File: config.mk
export PLATFORM = sky130hd
export DESIGN_NAME = mbs_inst_fetch_flat
export DESIGN_NICKNAME = d
export VERILOG_FILES = /design/src/rtl/mbs_inst_fetch_pkg.sv /design/src/rtl/mbs_inst_fetch_if.sv /design/src/rtl/mbs_sync_fifo.sv /design/src/rtl/mbs_inst_fetch.sv /design/src/flat_wrapper.sv
export SDC_FILE = /design/constraint.sdc
export NUM_CORES = 1
export LEC_CHECK = 0
export CAP_MARGIN = 20
export CORE_ASPECT_RATIO = 0.6
export CORE_UTILIZATION = 30
export CTS_CLUSTER_SIZE = 8
export DETAILED_ROUTE_END_ITERATION = 10
export PLACE_DENSITY_LB_ADDON = 0.05
export SLEW_MARGIN = 40
export SYNTH_ARGS = -nofsm -noshare
export SYNTH_HDL_FRONTEND = slang
export SYNTH_HIERARCHICAL = 1
export SYNTH_SLANG_ARGS = --single-unit
File: constraint.sdc
create_clock -name clk_i -period 12.1 [get_ports clk_i]
set_input_delay 2.42 -clock clk_i [delete_from_list [all_inputs] [get_ports clk_i]]
set_output_delay 2.42 -clock clk_i [all_outputs]
set_load 0.1 [all_outputs]
File: src/rtl/mbs_inst_fetch_pkg.sv
// Shared MBScore constants for the instruction fetch unit: data width, PC step,
// FSM state encoding and the FIFO entry layout.
package mbs_inst_fetch_pkg;

    localparam int unsigned DATA_WIDTH = 32;
    localparam logic [DATA_WIDTH-1:0] PC_INC = 32'd4;

    typedef enum logic [1:0] {
        StIdle = 2'd0,
        StWait = 2'd1,
        StDrop = 2'd2
    } fetch_state_e;

    typedef struct packed {
        logic [DATA_WIDTH-1:0] inst;
        logic [DATA_WIDTH-1:0] pc;
    } fetch_entry_t;

    function automatic logic [DATA_WIDTH-1:0] align_pc(input logic [DATA_WIDTH-1:0] pc);
        return {pc[DATA_WIDTH-1:2], 2'b00};
    endfunction

endpackage

File: src/rtl/mbs_inst_fetch_if.sv
// Fetch-unit bus bundle: instruction-memory req/ack, decode valid/ready and redirect.
// The master modport is the fetch unit; the slave modport is memory plus core.
interface mbs_inst_fetch_if;
    import mbs_inst_fetch_pkg::*;

    logic                  imem_req;
    logic [DATA_WIDTH-1:0] imem_addr;
    logic                  imem_ack;
    logic [DATA_WIDTH-1:0] imem_rdata;
    logic                  inst_valid;
    logic [DATA_WIDTH-1:0] inst;
    logic [DATA_WIDTH-1:0] inst_pc;
    logic                  inst_ready;
    logic                  redirect_valid;
    logic [DATA_WIDTH-1:0] redirect_pc;

    modport master (
        output imem_req, imem_addr, inst_valid, inst, inst_pc,
        input  imem_ack, imem_rdata, inst_ready, redirect_valid, redirect_pc
    );

    modport slave (
        input  imem_req, imem_addr, inst_valid, inst, inst_pc,
        output imem_ack, imem_rdata, inst_ready, redirect_valid, redirect_pc
    );

endinterface

File: src/rtl/mbs_sync_fifo.sv
// Show-ahead synchronous FIFO with a synchronous flush; the head word is read straight
// from storage so data_o/valid_o carry no combinational path from pop_i.
module mbs_sync_fifo #(
    parameter int unsigned WIDTH = 64,
    parameter int unsigned DEPTH = 2
) (
    input  logic                         clk_i,
    input  logic                         rst_i,
    input  logic                         flush_i,
    input  logic                         push_i,
    input  logic [WIDTH-1:0]             data_i,
    input  logic                         pop_i,
    output logic [WIDTH-1:0]             data_o,
    output logic                         valid_o,
    output logic [$clog2(DEPTH):0]       count_o
);

    localparam int unsigned AW = $clog2(DEPTH);
    localparam int unsigned CW = AW + 1;

    logic [WIDTH-1:0] mem_q [DEPTH];
    logic [AW-1:0]    wr_ptr_q, wr_ptr_d;
    logic [AW-1:0]    rd_ptr_q, rd_ptr_d;
    logic [CW-1:0]    count_q, count_d;
    logic             full, empty, do_push, do_pop;

    assign full    = (count_q == CW'(DEPTH));
    assign empty   = (count_q == '0);
    assign do_push = push_i && !full;
    assign do_pop  = pop_i && !empty;

    // Flush wins over any same-cycle push or pop.
    always_comb begin
        wr_ptr_d = wr_ptr_q;
        rd_ptr_d = rd_ptr_q;
        count_d  = count_q;
        if (flush_i) begin
            wr_ptr_d = '0;
            rd_ptr_d = '0;
            count_d  = '0;
        end else begin
            if (do_push) begin
                wr_ptr_d = wr_ptr_q + 1'b1;
            end
            if (do_pop) begin
                rd_ptr_d = rd_ptr_q + 1'b1;
            end
            case ({do_push, do_pop})
                2'b10:   count_d = count_q + 1'b1;
                2'b01:   count_d = count_q - 1'b1;
                default: count_d = count_q;
            endcase
        end
    end

    always_ff @(posedge clk_i or posedge rst_i) begin
        if (rst_i) begin
            wr_ptr_q <= '0;
            rd_ptr_q <= '0;
            count_q  <= '0;
        end else begin
            wr_ptr_q <= wr_ptr_d;
            rd_ptr_q <= rd_ptr_d;
            count_q  <= count_d;
        end
    end

    always_ff @(posedge clk_i or posedge rst_i) begin
        if (rst_i) begin
            mem_q <= '{default: '0};
        end else if (do_push && !flush_i) begin
            mem_q[wr_ptr_q] <= data_i;
        end
    end

    assign data_o  = mem_q[rd_ptr_q];
    assign valid_o = !empty;
    assign count_o = count_q;

endmodule

File: src/rtl/mbs_inst_fetch.sv
// MBScore instruction fetch: single-outstanding sequential reads into a prefetch FIFO,
// with redirect flushing the FIFO and discarding any read still in flight.
module mbs_inst_fetch
    import mbs_inst_fetch_pkg::*;
#(
    parameter int unsigned           DEPTH    = 2,
    parameter logic [DATA_WIDTH-1:0] RESET_PC = 32'h0000_0000
) (
    input  logic             clk_i,
    input  logic             rst_i,
    mbs_inst_fetch_if.master bus_io
);

    localparam int unsigned CW = $clog2(DEPTH) + 1;

    fetch_state_e          state_q, state_d;
    logic [DATA_WIDTH-1:0] fetch_pc_q, fetch_pc_d;
    logic [DATA_WIDTH-1:0] req_addr_q, req_addr_d;

    logic                  fifo_push, fifo_pop, fifo_flush;
    logic                  head_valid;
    logic [CW-1:0]         fifo_count;
    fetch_entry_t          push_entry, head_entry;
    logic                  can_issue;

    // Count cannot grow while a read is outstanding, so this check alone prevents overflow.
    assign can_issue = (fifo_count < CW'(DEPTH));

    always_comb begin
        state_d    = state_q;
        fetch_pc_d = fetch_pc_q;
        req_addr_d = req_addr_q;
        fifo_push  = 1'b0;

        unique case (state_q)
            StIdle: begin
                if (!bus_io.redirect_valid && can_issue) begin
                    state_d    = StWait;
                    req_addr_d = fetch_pc_q;
                end
            end
            StWait: begin
                if (bus_io.redirect_valid) begin
                    state_d = bus_io.imem_ack ? StIdle : StDrop;
                end else if (bus_io.imem_ack) begin
                    fifo_push  = 1'b1;
                    fetch_pc_d = fetch_pc_q + PC_INC;
                    state_d    = StIdle;
                end
            end
            StDrop: begin
                if (bus_io.imem_ack) begin
                    state_d = StIdle;
                end
            end
            default: state_d = StIdle;
        endcase

        if (bus_io.redirect_valid) begin
            fetch_pc_d = align_pc(bus_io.redirect_pc);
        end
    end

    always_ff @(posedge clk_i or posedge rst_i) begin
        if (rst_i) begin
            state_q    <= StIdle;
            fetch_pc_q <= RESET_PC;
            req_addr_q <= RESET_PC;
        end else begin
            state_q    <= state_d;
            fetch_pc_q <= fetch_pc_d;
            req_addr_q <= req_addr_d;
        end
    end

    assign fifo_flush = bus_io.redirect_valid;
    assign fifo_pop   = bus_io.inst_ready && !bus_io.redirect_valid;
    assign push_entry = '{inst: bus_io.imem_rdata, pc: req_addr_q};

    mbs_sync_fifo #(
        .WIDTH ($bits(fetch_entry_t)),
        .DEPTH (DEPTH)
    ) u_prefetch_fifo (
        .clk_i   (clk_i),
        .rst_i   (rst_i),
        .flush_i (fifo_flush),
        .push_i  (fifo_push),
        .data_i  (push_entry),
        .pop_i   (fifo_pop),
        .data_o  (head_entry),
        .valid_o (head_valid),
        .count_o (fifo_count)
    );

    assign bus_io.imem_req   = (state_q != StIdle);
    assign bus_io.imem_addr  = req_addr_q;
    assign bus_io.inst_valid = head_valid;
    assign bus_io.inst       = head_entry.inst;
    assign bus_io.inst_pc    = head_entry.pc;

endmodule

File: src/flat_wrapper.sv
// flat-port wrapper written by rule: the top's interface ports become plain ports
module mbs_inst_fetch_flat import mbs_inst_fetch_pkg::*;
#(
    parameter int unsigned           DEPTH    = 2,
    parameter logic [DATA_WIDTH-1:0] RESET_PC = 32'h0000_0000
)
  (clk_i, rst_i, bus_io_imem_req, bus_io_imem_addr, bus_io_inst_valid, bus_io_inst, bus_io_inst_pc, bus_io_imem_ack, bus_io_imem_rdata, bus_io_inst_ready, bus_io_redirect_valid, bus_io_redirect_pc);
  mbs_inst_fetch_if bus_io_i ();
  input  logic clk_i;
  input  logic rst_i;
  output wire logic [$bits(bus_io_i.imem_req)-1:0] bus_io_imem_req;
  output wire logic [$bits(bus_io_i.imem_addr)-1:0] bus_io_imem_addr;
  output wire logic [$bits(bus_io_i.inst_valid)-1:0] bus_io_inst_valid;
  output wire logic [$bits(bus_io_i.inst)-1:0] bus_io_inst;
  output wire logic [$bits(bus_io_i.inst_pc)-1:0] bus_io_inst_pc;
  input wire logic [$bits(bus_io_i.imem_ack)-1:0] bus_io_imem_ack;
  input wire logic [$bits(bus_io_i.imem_rdata)-1:0] bus_io_imem_rdata;
  input wire logic [$bits(bus_io_i.inst_ready)-1:0] bus_io_inst_ready;
  input wire logic [$bits(bus_io_i.redirect_valid)-1:0] bus_io_redirect_valid;
  input wire logic [$bits(bus_io_i.redirect_pc)-1:0] bus_io_redirect_pc;
  assign bus_io_imem_req = bus_io_i.imem_req;
  assign bus_io_imem_addr = bus_io_i.imem_addr;
  assign bus_io_inst_valid = bus_io_i.inst_valid;
  assign bus_io_inst = bus_io_i.inst;
  assign bus_io_inst_pc = bus_io_i.inst_pc;
  assign bus_io_i.imem_ack = bus_io_imem_ack;
  assign bus_io_i.imem_rdata = bus_io_imem_rdata;
  assign bus_io_i.inst_ready = bus_io_inst_ready;
  assign bus_io_i.redirect_valid = bus_io_redirect_valid;
  assign bus_io_i.redirect_pc = bus_io_redirect_pc;
  mbs_inst_fetch #(.DEPTH(DEPTH), .RESET_PC(RESET_PC)) u_core (.clk_i(clk_i), .rst_i(rst_i), .bus_io(bus_io_i));
endmodule
* Word level (Yosys, flattened, before mapping) *
Index checks and enable logic that the tools add are counted.

storage, ports and cells
  register bits after elaboration = 198
  input bits = 69
  output and inout port bits = 98

cells by class
  add/subtract/negate cells = 5
  magnitude comparators = 4
  equality and inequality tests = 6
  multiplexer cells = 23
  bitwise operators = 2
  reduce and logical (&&, ||, !) cells = 19

operator list
  operator                                                               number
  64-bit two-way mux                                                     4
  128-bit bitwise mux                                                    1
  32-bit two-way mux                                                     3
  64-bit demux with 1-bit select                                         1
  32-bit by 3-bit adder with 32-bit output, second input constant        1
  2-bit two-way mux                                                      5
  2-bit nonzero test                                                     5
  1-bit two-way mux                                                      7
  2-bit equality test, second input constant                             3
  1-bit logical AND                                                      6
  2-bit one-hot mux with 3 select lines                                  1
  2-bit by 1-bit equality test with 1-bit output, second input constant  2
  2-bit greater-or-equal comparator, second input constant               2
  2-bit zero test                                                        2
  1-bit inverter with 2-bit output                                       2
  2-bit one-hot mux with 2 select lines                                  1
  2-bit AND reduction                                                    2
  1-bit zero test                                                        3
  3-bit nonzero test                                                     1
  1-bit adder, second input constant                                     2
  2-bit by 1-bit adder with 2-bit output, second input constant          1
  2-bit by 1-bit < comparator with 1-bit output, second input constant   1
  2-bit < comparator, second input constant                              1
  2-bit by 1-bit != test with 1-bit output, second input constant        1
  2-bit by 1-bit subtractor with 2-bit output, second input constant     1

* Logic depth before layout (Yosys ltp) *
  depth after elaboration = 7
  mapped depth = 7
  mapped depth without buffers = 6

* By module *
Netlist, hierarchy kept.

modules (own cells, without submodules)
  module          instances  cells each  area an instance (µm²)  sequential area each (µm²)
  mbs_sync_fifo   1          366         5894.4                  3303.2
  mbs_inst_fetch  1          274         3007.9                  1551.5

* Worst setup path before layout *
Ideal clock, no wire load.

  path type = input-to-reg
  start point = input port bus_io_redirect_valid
  end point = register u_core/u_prefetch_fifo/mem_q[66] (netlist bit)
  library setup time = 0.126 ns
  data arrival time = 4.338 ns
  required time = 11.974 ns
  setup slack = 7.637 ns
  stages on the path = 7
  buffers on the path = 3
  path through = clkbuf_1 -> clkbuf_1 -> nor2_1 -> inv_1 -> nor4_4 -> buf_6 -> mux2_4

on the way
  word-level cells in the longest chain between the ends = 4

RTL lines
  what                             RTL line              text
  from (decl)                      flat_wrapper.sv:19    input wire logic [$bits(bus_io_i.redirect_valid)-1:0] bus_io_redirect_valid;
  1-bit two-way mux                mbs_inst_fetch.sv:43  if (bus_io.redirect_valid) begin
  1-bit two-way mux                mbs_inst_fetch.sv:35  unique case (state_q)
  via u_core.fifo_push             mbs_inst_fetch.sv:20  logic fifo_push, fifo_pop, fifo_flush;
  1-bit logical AND                mbs_sync_fifo.sv:29   assign do_push = push_i && !full;
  1-bit logical AND                mbs_sync_fifo.sv:71   end else if (do_push && !flush_i) begin
  to (signal, indexed assignment)  mbs_sync_fifo.sv:72   mem_q[wr_ptr_q] <= data_i;
  to (decl)                        mbs_sync_fifo.sv:21   logic [WIDTH-1:0] mem_q [DEPTH];

The timed path passes the listed nets, and every way through them passes these cells.
A chain may end at the register's enable or synchronous reset.

* Final worst setup path *
  start point = input port bus_io_imem_ack
  end point = register u_core/u_prefetch_fifo/mem_q[123] (netlist bit)

on the way
  word-level cells in the longest chain between the ends = 5

RTL lines
  what                  RTL line              text
  from (decl)           flat_wrapper.sv:16    input wire logic [$bits(bus_io_i.imem_ack)-1:0] bus_io_imem_ack;
  1-bit two-way mux     mbs_inst_fetch.sv:45  end else if (bus_io.imem_ack) begin
  1-bit two-way mux     mbs_inst_fetch.sv:43
  1-bit two-way mux     mbs_inst_fetch.sv:35
  via u_core.fifo_push  mbs_inst_fetch.sv:20
  1-bit logical AND     mbs_sync_fifo.sv:29
  1-bit logical AND     mbs_sync_fifo.sv:71

The timed path passes the listed nets, and every way through them passes these cells.

==> run metrics <==
crit path launch type=input port; hold crit path type=register to register; Mapped Avg Cell Area=13.9 µm²; num rows=48; Reg area=4860 µm²; post-synthesis cell type count=44; RSZ-0062 raised after global routing=no; slew margin rel.=49.2%; cells after synthesis=640; area of the multi-input gates=3850 µm²; PD cells=246 nW/µm²; Final Skew=0.00649 ns; # DRC=0; fmax=193 MHz; final setup violation count=0; post-CTS resize count=0; Sink Count=194; gr ovfl total=0; Die Height=135 µm; Clock transition at path regs=0.07 ns; worst-path maximum fanout=48; YS warnings=6; crit path from=bus_io_imem_ack; WL final=22,700 µm; port bufs=162; CP endpoint=u_core/u_prefetch_fifo/mem_q[123]; data arrival time of the worst path=5.50 ns; Synth top area share=54.5%; CORE AREA=28,900 µm²; initial antenna violation count=0; Vias=5,560; diode count=0; R2R depth=7; CTS tree=built; via/cell ratio=4.58; most frequent cells in the layout=193 x dfrtp_1, 185 x mux2_2, 97 x buf_2; largest net degree at the start of global routing=84; FF-to-FF setup slack=8.96 ns; outcome=completed; final instance area=11,100 µm²; 1st-iter DRT viols=261; crit path time final=5.17 ns; Max Slew Vio Count=0; Synth Cell Area=8900 µm²; hold-fix buffers at CTS=0; leakage power=5.03 nW; commonest non-fill, non-tap cell in the layout=dfrtp_1; total CTS buffers=17; proportion of layout cells with a drive suffix above 1=46.5%; WL per Instance=18.7 µm; first-pass GRT wire length=35,100 µm; Synth Register Bits=194; postcts setup bufs=0; die area=30,400 µm²; area leader, netlist=dfrtp_1; CTS H-tree depth=4; DIE WIDTH=224 µm; CP Capture Type=register; Antenna Nets Post-Route=0; DP Area=10,500 µm²; critical path class=input port to register; DRT Pass-1 Iters=4; Final TNS setup=0 ns; Layout fillers=2,801; Max Root-Sink Buffers=2; io pins=167; Starting Density=30.8%; share of the clock period used by the worst path=42.8%; FF-to-FF Start=u_core/state_q[0]; GPL Wtd Cong=0.757; register area share after synthesis=54.5%; Layout Nets=871; CTS root buf=clkbuf_16; largest cells by area after synthesis=dfrtp_1 55%, mux2_2 23%, mux2_4 6.7%; IR Drop Worst-Case VDD=132 µV; vias in the first global route=5,914; gr usage total=15.5%; Area growth syn-to-layout=24.6%; Worst-Margin Slew=0.762 ns; later-pin clock latency in the skew report=0.44 ns; CP required=12.43 ns; maxcap violations=0; Final Hold Viols=0; r2r endpoint=u_core/u_prefetch_fifo/mem_q[123]; Post-DP HPWL=15,400 µm
==> sequential cells by signal (all words and copies together), names as in the netlist <==
register                         flops
u_core/bus_io.imem_addr             30
u_core/fetch_pc_q                   30
u_core/state_q                       2
u_core/u_prefetch_fifo/count_o       2
u_core/u_prefetch_fifo/mem_q       128
u_core/u_prefetch_fifo/rd_ptr_q      1
u_core/u_prefetch_fifo/wr_ptr_q      1
==> metal layers <==
metal | share of wire (%) | vias to the layer above | global-route usage [%]
met2 | 45 | 100 | 23.1
met3 | 4.6 | 17 | 4.45
li1 | - | 2589 | -
met1 | 50 | 2854 | 21.6
met5 | 0 | - | 0
met4 | 1.2 | 0 | 5.06
==> worst max-delay path, cell delays in order <==
cell and delay [ns]:
clkdlybuf4s50_1 0.58, nand3b_4 0.18, nor2_1 0.33, inv_1 0.17, nor4_4 0.34, buf_4 0.42, buf_6 0.58, mux2_2 0.41
==> logic make-up after synthesis <==
family	share of synthesized area, %
muxes	30.5
adders and majority gates	0.141
and+or+nand+nor	7.29
DFF	54.5
xor gates and xnor gates	2.85
other	0.0421
buffers and inverters	2.49
AOI/OAI and AO/OA	2.15
==> report_power, final <==
group / switching (mW) / internal [mW] / total [mW]
registers: 0.0994 / 0.783 / 0.883
logic: 0.971 / 0.286 / 1.26
clock network: 0.254 / 0.337 / 0.591
total: 1.32 / 1.41 / 2.73
==> worst min path at each step <==
stage                                        to                              from  slack [ns]  cells after the start
5_1_grt         u_core/u_prefetch_fifo/mem_q[6]   u_core/u_prefetch_fifo/mem_q[6]        0.51                      1
3_5_place_dp   u_core/u_prefetch_fifo/mem_q[31]  u_core/u_prefetch_fifo/mem_q[31]        0.49                      1
4_1_cts        u_core/u_prefetch_fifo/mem_q[42]  u_core/u_prefetch_fifo/mem_q[42]        0.50                      1
6_report        u_core/u_prefetch_fifo/mem_q[3]   u_core/u_prefetch_fifo/mem_q[3]        0.50                      1
2_1_floorplan  u_core/u_prefetch_fifo/mem_q[78]  u_core/u_prefetch_fifo/mem_q[78]        0.45                      1
3_3_place_gp   u_core/u_prefetch_fifo/mem_q[78]  u_core/u_prefetch_fifo/mem_q[78]        0.46                      1
==> metrics by stage <==
stage | cells | power [mW] | setup slack (ns) | util (%) | hold WS [ns]
6_report | 1213 | 2.73 | 6.93 | 38.3 | 0.502
5_1_grt | 1213 | 2.84 | 6.69 | 38.3 | 0.513
4_1_cts | 1213 | 2.77 | 6.94 | 38.3 | 0.505
3_5_place_dp | 1182 | 2.16 | 6.47 | 36.2 | 0.488
3_3_place_gp | 1180 | 2.25 | 6.28 | 37.7 | 0.465
2_1_floorplan | 645 | 1.94 | 6.15 | - | 0.454
==> synth_stat cells (all sizes together) <==
library cell / count
o211ai: 1
nor2: 11
or3: 2
nand2b: 2
nand4: 14
nand2: 42
nor4: 8
clkbuf: 16
or2: 3
or4: 1
nor3: 3
nor3b: 1
mux2i: 2
ha: 1
a21o: 1
dfrtp: 194
inv: 5
and2: 1
xor2: 18
o21ai: 27
nand4b: 2
xnor2: 11
buf: 19
mux2: 226
nand3: 10
nor2b: 4
nand3b: 3
and4: 2
a2111oi: 1
and3: 2
a22oi: 1
a21oi: 5
conb: 1
==> final cells by class <==
type                    instances  area share, %
flip-flops and latches        194           43.8
multi-input cells             411           34.7
repair buffers                172           11.2
clock buffers                  24           4.62
well taps                     400           4.51
clock inverters                 7          0.869
inverters                       5          0.237
Power figures use the tool's default switching activity.
